## config.mk

```make
export PLATFORM = sky130hd
export DESIGN_NAME = rv32i_csr_access_unit_flat
export DESIGN_NICKNAME = d
export VERILOG_FILES = /design/src/rtl/rv32i_csr_access_unit_if.sv /design/src/rtl/rv32i_csr_access_unit.sv /design/src/flat_wrapper.sv
export SDC_FILE = /design/constraint.sdc
export NUM_CORES = 1
export LEC_CHECK = 0
export ABC_AREA = 1
export CAP_MARGIN = 10
export CORE_ASPECT_RATIO = 0.8
export CORE_MARGIN = 2
export CORE_UTILIZATION = 41
export DETAILED_ROUTE_END_ITERATION = 12
export GPL_ROUTABILITY_DRIVEN = 0
export PLACE_DENSITY = 0.76
export SYNTH_ARGS = -nofsm -noshare
export SYNTH_HDL_FRONTEND = slang
export SYNTH_SLANG_ARGS = --single-unit
export TNS_END_PERCENT = 30
```

## constraint.sdc

```tcl
create_clock -name clk -period 1.53 [get_ports clk]
set_input_delay 0.306 -clock clk [delete_from_list [all_inputs] [get_ports clk]]
set_output_delay 0.306 -clock clk [all_outputs]
set_load 0.02 [all_outputs]
```

## src/rtl/rv32i_csr_access_unit_if.sv

```systemverilog
// Request/response and CSR-file port bundle for the Zicsr access unit.
// master: execute stage plus CSR file (environment); slave: the access unit.
interface rv32i_csr_access_unit_if #(
  parameter int unsigned DATA_W = 32,
  parameter int unsigned ADDR_W = 12
);
  logic              req_valid;
  logic              req_ready;
  logic [2:0]        req_funct3;
  logic [ADDR_W-1:0] req_csr_addr;
  logic [DATA_W-1:0] req_rs1_data;
  logic [4:0]        req_zimm;
  logic              req_rs1_is_x0;
  logic              req_rd_is_x0;

  logic              rsp_valid;
  logic              rsp_ready;
  logic [DATA_W-1:0] rsp_rdata;
  logic              rsp_err;

  logic              csr_re;
  logic [ADDR_W-1:0] csr_raddr;
  logic [DATA_W-1:0] csr_rdata;
  logic              csr_we;
  logic [ADDR_W-1:0] csr_waddr;
  logic [DATA_W-1:0] csr_wdata;

  modport master (
    output req_valid, req_funct3, req_csr_addr, req_rs1_data, req_zimm,
           req_rs1_is_x0, req_rd_is_x0, rsp_ready, csr_rdata,
    input  req_ready, rsp_valid, rsp_rdata, rsp_err,
           csr_re, csr_raddr, csr_we, csr_waddr, csr_wdata
  );

  modport slave (
    input  req_valid, req_funct3, req_csr_addr, req_rs1_data, req_zimm,
           req_rs1_is_x0, req_rd_is_x0, rsp_ready, csr_rdata,
    output req_ready, rsp_valid, rsp_rdata, rsp_err,
           csr_re, csr_raddr, csr_we, csr_waddr, csr_wdata
  );
endinterface

```

## src/rtl/rv32i_csr_access_unit.sv

```systemverilog
// Zicsr requester: sequences read / modify / write-back of one CSR per
// request against a CSR file with 1-cycle registered read data.
module rv32i_csr_access_unit #(
  parameter int unsigned CSR_NUM = 4096,
  parameter int unsigned DATA_W  = 32,
  parameter int unsigned ADDR_W  = 12
) (
  input logic                      clk,
  input logic                      rst,
  rv32i_csr_access_unit_if.slave   bus
);

  typedef enum logic [2:0] {IDLE, READ, CAPTURE, WRITE, RESP} state_t;

  localparam logic [ADDR_W:0] CSR_LIMIT = CSR_NUM[ADDR_W:0];

  state_t            state, state_nx;
  logic [ADDR_W-1:0] addr_q;
  logic [1:0]        op_q;
  logic [DATA_W-1:0] src_q;
  logic [DATA_W-1:0] old_q;
  logic [DATA_W-1:0] new_q;
  logic              err_q;
  logic              we_q;

  logic [1:0]        op_in;
  logic              imm_in;
  logic [DATA_W-1:0] src_in;
  logic              is_rw_in;
  logic              wr_in;
  logic              rd_sup_in;
  logic              err_in;
  logic [DATA_W-1:0] mod_val;

  // Request decode, evaluated on the live request so IDLE can branch directly.
  always_comb begin
    op_in     = bus.req_funct3[1:0];
    imm_in    = bus.req_funct3[2];
    src_in    = imm_in ? {{(DATA_W-5){1'b0}}, bus.req_zimm} : bus.req_rs1_data;
    is_rw_in  = (op_in == 2'b01);
    wr_in     = is_rw_in || !(imm_in ? (bus.req_zimm == '0) : bus.req_rs1_is_x0);
    rd_sup_in = is_rw_in && bus.req_rd_is_x0;
    err_in    = (op_in == 2'b00)
             || ({1'b0, bus.req_csr_addr} >= CSR_LIMIT)
             || (wr_in && (bus.req_csr_addr[ADDR_W-1 -: 2] == 2'b11));
  end

  always_comb begin
    case (op_q)
      2'b01:   mod_val = src_q;
      2'b10:   mod_val = bus.csr_rdata | src_q;
      default: mod_val = bus.csr_rdata & ~src_q;
    endcase
  end

  always_ff @(posedge clk) begin
    if (rst) state <= IDLE;
    else     state <= state_nx;
  end

  always_comb begin
    state_nx = state;
    case (state)
      IDLE: if (bus.req_valid) begin
        if (err_in)         state_nx = RESP;
        else if (rd_sup_in) state_nx = WRITE;
        else                state_nx = READ;
      end
      READ:    state_nx = CAPTURE;
      CAPTURE: state_nx = we_q ? WRITE : RESP;
      WRITE:   state_nx = RESP;
      RESP:    if (bus.rsp_ready) state_nx = IDLE;
      default: state_nx = IDLE;
    endcase
  end

  always_ff @(posedge clk) begin
    if (rst) begin
      addr_q <= '0;
      op_q   <= '0;
      src_q  <= '0;
      old_q  <= '0;
      new_q  <= '0;
      err_q  <= 1'b0;
      we_q   <= 1'b0;
    end else begin
      case (state)
        IDLE: if (bus.req_valid) begin
          addr_q <= bus.req_csr_addr;
          op_q   <= op_in;
          src_q  <= src_in;
          new_q  <= src_in;
          old_q  <= '0;
          err_q  <= err_in;
          we_q   <= wr_in;
        end
        CAPTURE: begin
          old_q <= bus.csr_rdata;
          new_q <= mod_val;
        end
        default: ;
      endcase
    end
  end

  // Strobes are masked by rst so a reset landing mid-access issues nothing further.
  always_comb begin
    bus.req_ready = (state == IDLE) && !rst;
    bus.rsp_valid = (state == RESP) && !rst;
    bus.rsp_rdata = old_q;
    bus.rsp_err   = err_q;
    bus.csr_re    = (state == READ) && !rst;
    bus.csr_raddr = bus.csr_re ? addr_q : '0;
    bus.csr_we    = (state == WRITE) && !rst;
    bus.csr_waddr = bus.csr_we ? addr_q : '0;
    bus.csr_wdata = bus.csr_we ? new_q : '0;
  end

endmodule

```

## src/flat_wrapper.sv

```systemverilog
// flat-port wrapper written by rule: the top's interface ports become plain ports
module rv32i_csr_access_unit_flat 
#(
  parameter int unsigned CSR_NUM = 4096,
  parameter int unsigned DATA_W  = 32,
  parameter int unsigned ADDR_W  = 12
)
  (clk, rst, bus_req_valid, bus_req_funct3, bus_req_csr_addr, bus_req_rs1_data, bus_req_zimm, bus_req_rs1_is_x0, bus_req_rd_is_x0, bus_rsp_ready, bus_csr_rdata, bus_req_ready, bus_rsp_valid, bus_rsp_rdata, bus_rsp_err, bus_csr_re, bus_csr_raddr, bus_csr_we, bus_csr_waddr, bus_csr_wdata);
  rv32i_csr_access_unit_if #(.DATA_W(DATA_W), .ADDR_W(ADDR_W)) bus_i ();
  input logic clk;
  input logic rst;
  input wire logic [$bits(bus_i.req_valid)-1:0] bus_req_valid;
  input wire logic [$bits(bus_i.req_funct3)-1:0] bus_req_funct3;
  input wire logic [$bits(bus_i.req_csr_addr)-1:0] bus_req_csr_addr;
  input wire logic [$bits(bus_i.req_rs1_data)-1:0] bus_req_rs1_data;
  input wire logic [$bits(bus_i.req_zimm)-1:0] bus_req_zimm;
  input wire logic [$bits(bus_i.req_rs1_is_x0)-1:0] bus_req_rs1_is_x0;
  input wire logic [$bits(bus_i.req_rd_is_x0)-1:0] bus_req_rd_is_x0;
  input wire logic [$bits(bus_i.rsp_ready)-1:0] bus_rsp_ready;
  input wire logic [$bits(bus_i.csr_rdata)-1:0] bus_csr_rdata;
  output wire logic [$bits(bus_i.req_ready)-1:0] bus_req_ready;
  output wire logic [$bits(bus_i.rsp_valid)-1:0] bus_rsp_valid;
  output wire logic [$bits(bus_i.rsp_rdata)-1:0] bus_rsp_rdata;
  output wire logic [$bits(bus_i.rsp_err)-1:0] bus_rsp_err;
  output wire logic [$bits(bus_i.csr_re)-1:0] bus_csr_re;
  output wire logic [$bits(bus_i.csr_raddr)-1:0] bus_csr_raddr;
  output wire logic [$bits(bus_i.csr_we)-1:0] bus_csr_we;
  output wire logic [$bits(bus_i.csr_waddr)-1:0] bus_csr_waddr;
  output wire logic [$bits(bus_i.csr_wdata)-1:0] bus_csr_wdata;
  assign bus_i.req_valid = bus_req_valid;
  assign bus_i.req_funct3 = bus_req_funct3;
  assign bus_i.req_csr_addr = bus_req_csr_addr;
  assign bus_i.req_rs1_data = bus_req_rs1_data;
  assign bus_i.req_zimm = bus_req_zimm;
  assign bus_i.req_rs1_is_x0 = bus_req_rs1_is_x0;
  assign bus_i.req_rd_is_x0 = bus_req_rd_is_x0;
  assign bus_i.rsp_ready = bus_rsp_ready;
  assign bus_i.csr_rdata = bus_csr_rdata;
  assign bus_req_ready = bus_i.req_ready;
  assign bus_rsp_valid = bus_i.rsp_valid;
  assign bus_rsp_rdata = bus_i.rsp_rdata;
  assign bus_rsp_err = bus_i.rsp_err;
  assign bus_csr_re = bus_i.csr_re;
  assign bus_csr_raddr = bus_i.csr_raddr;
  assign bus_csr_we = bus_i.csr_we;
  assign bus_csr_waddr = bus_i.csr_waddr;
  assign bus_csr_wdata = bus_i.csr_wdata;
  rv32i_csr_access_unit #(.CSR_NUM(CSR_NUM), .DATA_W(DATA_W), .ADDR_W(ADDR_W)) u_core (.clk(clk), .rst(rst), .bus(bus_i));
endmodule
```

==> results.cfg <==
[global_routing]
grt_pass1_vias = 5566
grt_antenna_before_repair = 1
globalRoute.totalOverflow = 0
grt_usage = 0.248
grt_first_pass_wirelength_um = 28100
grt_start_max_net_pins = 47

[setup_path]
cp_max_fo = 8
worstSetupStartpointType = flip-flop
critical_path.reg2reg.startpoint = u_core.state[1]
critical_path.max_stage_delay_ns = 0.36
rr_worst_depth = 14
worst_setup_path_startpoint = u_core.state[1]
crit_buf_inv = 4
worstPathArrival_ns = 1.78
critPathRequiredTime_ns = 1.22
critical_path.reg2reg.endpoint = u_core.new_q[23]
crit_path_max_delay_family = buffers and inverters
critPathCaptureType = output pin
timing.critical_path.cells = inv_4 > nor4_4 > bufinv_8 > clkbuf_16 > nor2_4 > buf_6
rrSetupSlack_ns = -0.30
worst_setup_path_type = reg -> out
critical-path-slowest-cell = dfxtp_4

[pwr]
power.clock.fraction = 0.381
fin_total_pwr_w = 0.0100
reg_power_frac = 0.336
switchingPower_w = 0.00316
leakage_nw = 3.85
power.density_mw_per_mm2 = 1060
p_sw_frac = 0.314
power_share_of_the_combinational_group = 0.283
worst_ir_drop_vdd_mv = 0.935
intPower_w = 0.00688

[clock_tree]
numCtsBuffers = 17
tritoncts = built
post_cts_hold_buffer_count = 0
clockBufferDepth = 2
clock_tree.htree_level_count = 4
worst_skew_pair_later_pin_latency_ns = 0.41
clk_transition_reported_paths_ns = 0.05
cts-root-buf = clkbuf_16
clock_sink_count = 115

[sta]
fin_worst_skew_ns = 0.00762
final.period_utilization = 1.36
tightestPinTransition_ns = 0.624
drv_slew = 0
finalHoldViolations = 0
achievable-frequency_mhz = 480
unrepaired_setup_endpoints_after_global_routing = yes
slew-limit-headroom = 0.584
timing.final.setup_violations = 172
finalWorstSetupSlack_ns = -0.555
min_period_ns = 2.08

[synth]
synthCells = 790
syn_area_per_cell_um2 = 6.84
ys_seq_area_frac = 0.426
synth.yosys.warnings = 0
yosys_top_cell_by_area = dfxtp_1
postSynth.asyncResetShare = 0
synth.distinct_cells = 25
synth_flop_cell = dfxtp_1
synthesis.nets = 882
ys_ff_latch = 115
netlist_area_mm2 = 0.00541
ys_top_cells_by_area = dfxtp_1 43%, nand2_1 20%, a21oi_1 7.5%
yosys.area.top_type_share = 0.426
post_synth_most_frequent_cells = 283 x nand2_1, 115 x dfxtp_1, 93 x inv_1, 81 x a21oi_1, 65 x nor2_1
yosys.cell_count.top_type = nand2_1
synth-edff-count = 0

[place]
place.detailed.hpwl_um = 12000
dp_slack_ns = -0.517
placed_cells_incl_taps = 1151
placed_cell_area_mm2 = 0.00815
number_of_port_buffers = 182

[final_layout]
final_layout_size_suffix_gt1_frac = 0.299
syn2layout_area_growth_pct = 74.6
final_area_mm2 = 0.00944
final_cell_count_no_fill = 1208
num-nets-final = 1112
insertedDiodeCount = 0

[drt]
drc_errors = 0
routed_via_density = 5.01
drt-pass1-iter-count = 5
post_drt_wl_per_cell_um = 15.5
first_iter_violations = 365
overall_via_count_from_detail_route = 6051
postRouteWirelength_um = 18700
final_antenna_net_count = 0

[outcome]
run_status = finished, violations left
failed_checks = negative setup slack

[worst_hold_path]
hold_class = reg -> reg
holdCritStartpoint = u_core.bus.rsp_rdata[19]
number_of_cells_on_the_worst_hold_path = 2
min_delay_worst_endpoint = u_core.bus.rsp_rdata[19]

[floorplanning]
core_area_mm2 = 0.0129
die_x_um = 132
die_area_mm2 = 0.0141
starting_density_of_the_core = 0.420
number_of_placement_rows = 37
io_pins = 183
die-height_um = 107

[run]
maxCapViolCount = 0
==> kinds of logic (layout without fill, tap and decap cells) <==
kind of cell               Yosys count  count (layout)  share of synthesized area
AOI/OAI and AO/OA                  163             163                      0.189
adders and majority gates            2               2                    0.00463
buffers and inverters              149             392                      0.115
DFF                                115             115                      0.426
and+or+nand+nor                    361             361                      0.266
==> power groups by stage <==
stage	combinational [W]	clock [W]	sequential, W
floorplan	0.00127	0	0.00345
global placement	0.00233	0	0.00341
detailed placement	0.00236	0	0.00342
CTS	0.00255	0.00387	0.00336
global route	0.00308	0.00400	0.00340
finish	0.00284	0.00382	0.00338
==> worst max path at each step <==
stage / cells past startpoint / slack, ns / end
finish: 6 / -0.55 / bus_csr_waddr[3]
floorplan: 5 / -0.14 / bus_csr_waddr[0]
global route: 6 / -0.59 / bus_csr_wdata[1]
CTS: 6 / -0.58 / bus_csr_wdata[18]
global placement: 7 / -0.47 / bus_csr_raddr[10]
detailed placement: 6 / -0.52 / bus_csr_waddr[11]
==> layout make-up <==
| type | instances | area [um2] |
|---|---|---|
| Clock buffer | 20 | 437 |
| Clock inverter | 12 | 134 |
| Fill cell | 1025 | 3430 |
| Inverter | 99 | 403 |
| Multi-Input combinational cell | 526 | 3150 |
| Sequential cell | 115 | 2310 |
| Tap cell | 175 | 219 |
| Timing Repair Buffer | 261 | 2780 |
==> sequential cells by signal, summed over array words and instances (netlist names) <==
register,flops
u_core.bus.rsp_rdata,32
u_core.new_q,32
u_core.src_q,32
u_core.addr_q,12
u_core.state,3
u_core.op_q,2
u_core.bus.rsp_err,1
u_core.we_q,1
==> layout by cell type, fill, tap and decap left out, types with 3 or more instances in the layout <==
master and n:
a21oi_1 61, a21oi_2 20, buf_12 15, buf_16 4, buf_4 53, buf_6 64
clkbuf_1 3, clkbuf_16 20, clkdlybuf4s50_1 88, clkinv_4 3, clkinvlp_4 5, dfxtp_1 112
dlygate4sd2_1 33, inv_1 89, inv_2 3, inv_4 5, nand2_1 253, nand2_2 28
nand3_1 3, nor2_1 7, nor2_4 57, o2111ai_1 32, o211ai_1 33, o21ai_0 3
o21ai_1 4, o21ai_2 9
==> layer usage <==
metal | track usage | share of wire
met1 | 0.328 | 0.44
met2 | 0.399 | 0.47
met3 | 0.0676 | 0.085
met4 | 0.0699 | 0.011
met5 | 0 | 0.00069
==> timing repair <==
action,CTS,global route
gates resized for setup,349,167
setup buffers,7,15
endpoints found under the setup margin,205,174
gates cloned,2,4
pin swaps,6,18
==> stage by stage <==
| stage | hold WS, ns | setup TNS (ns) | utilization |
|---|---|---|---|
| 3_3_place_gp | 0.448 | -43.04 | 0.633 |
| 2_1_floorplan | 0.450 | -9.03 | - |
| 4_1_cts | 0.458 | -44.92 | 0.695 |
| 6_report | 0.456 | -50.60 | 0.733 |
| 5_1_grt | 0.482 | -62.21 | 0.733 |
| 3_5_place_dp | 0.455 | -47.30 | 0.633 |
==> worst min-delay path, cell delays in order (launching register included) <==
cell and delay [ns]:
dfxtp_1 0.30, nand2_1 0.06, a21oi_1 0.05
Power figures use the tool's default switching activity.
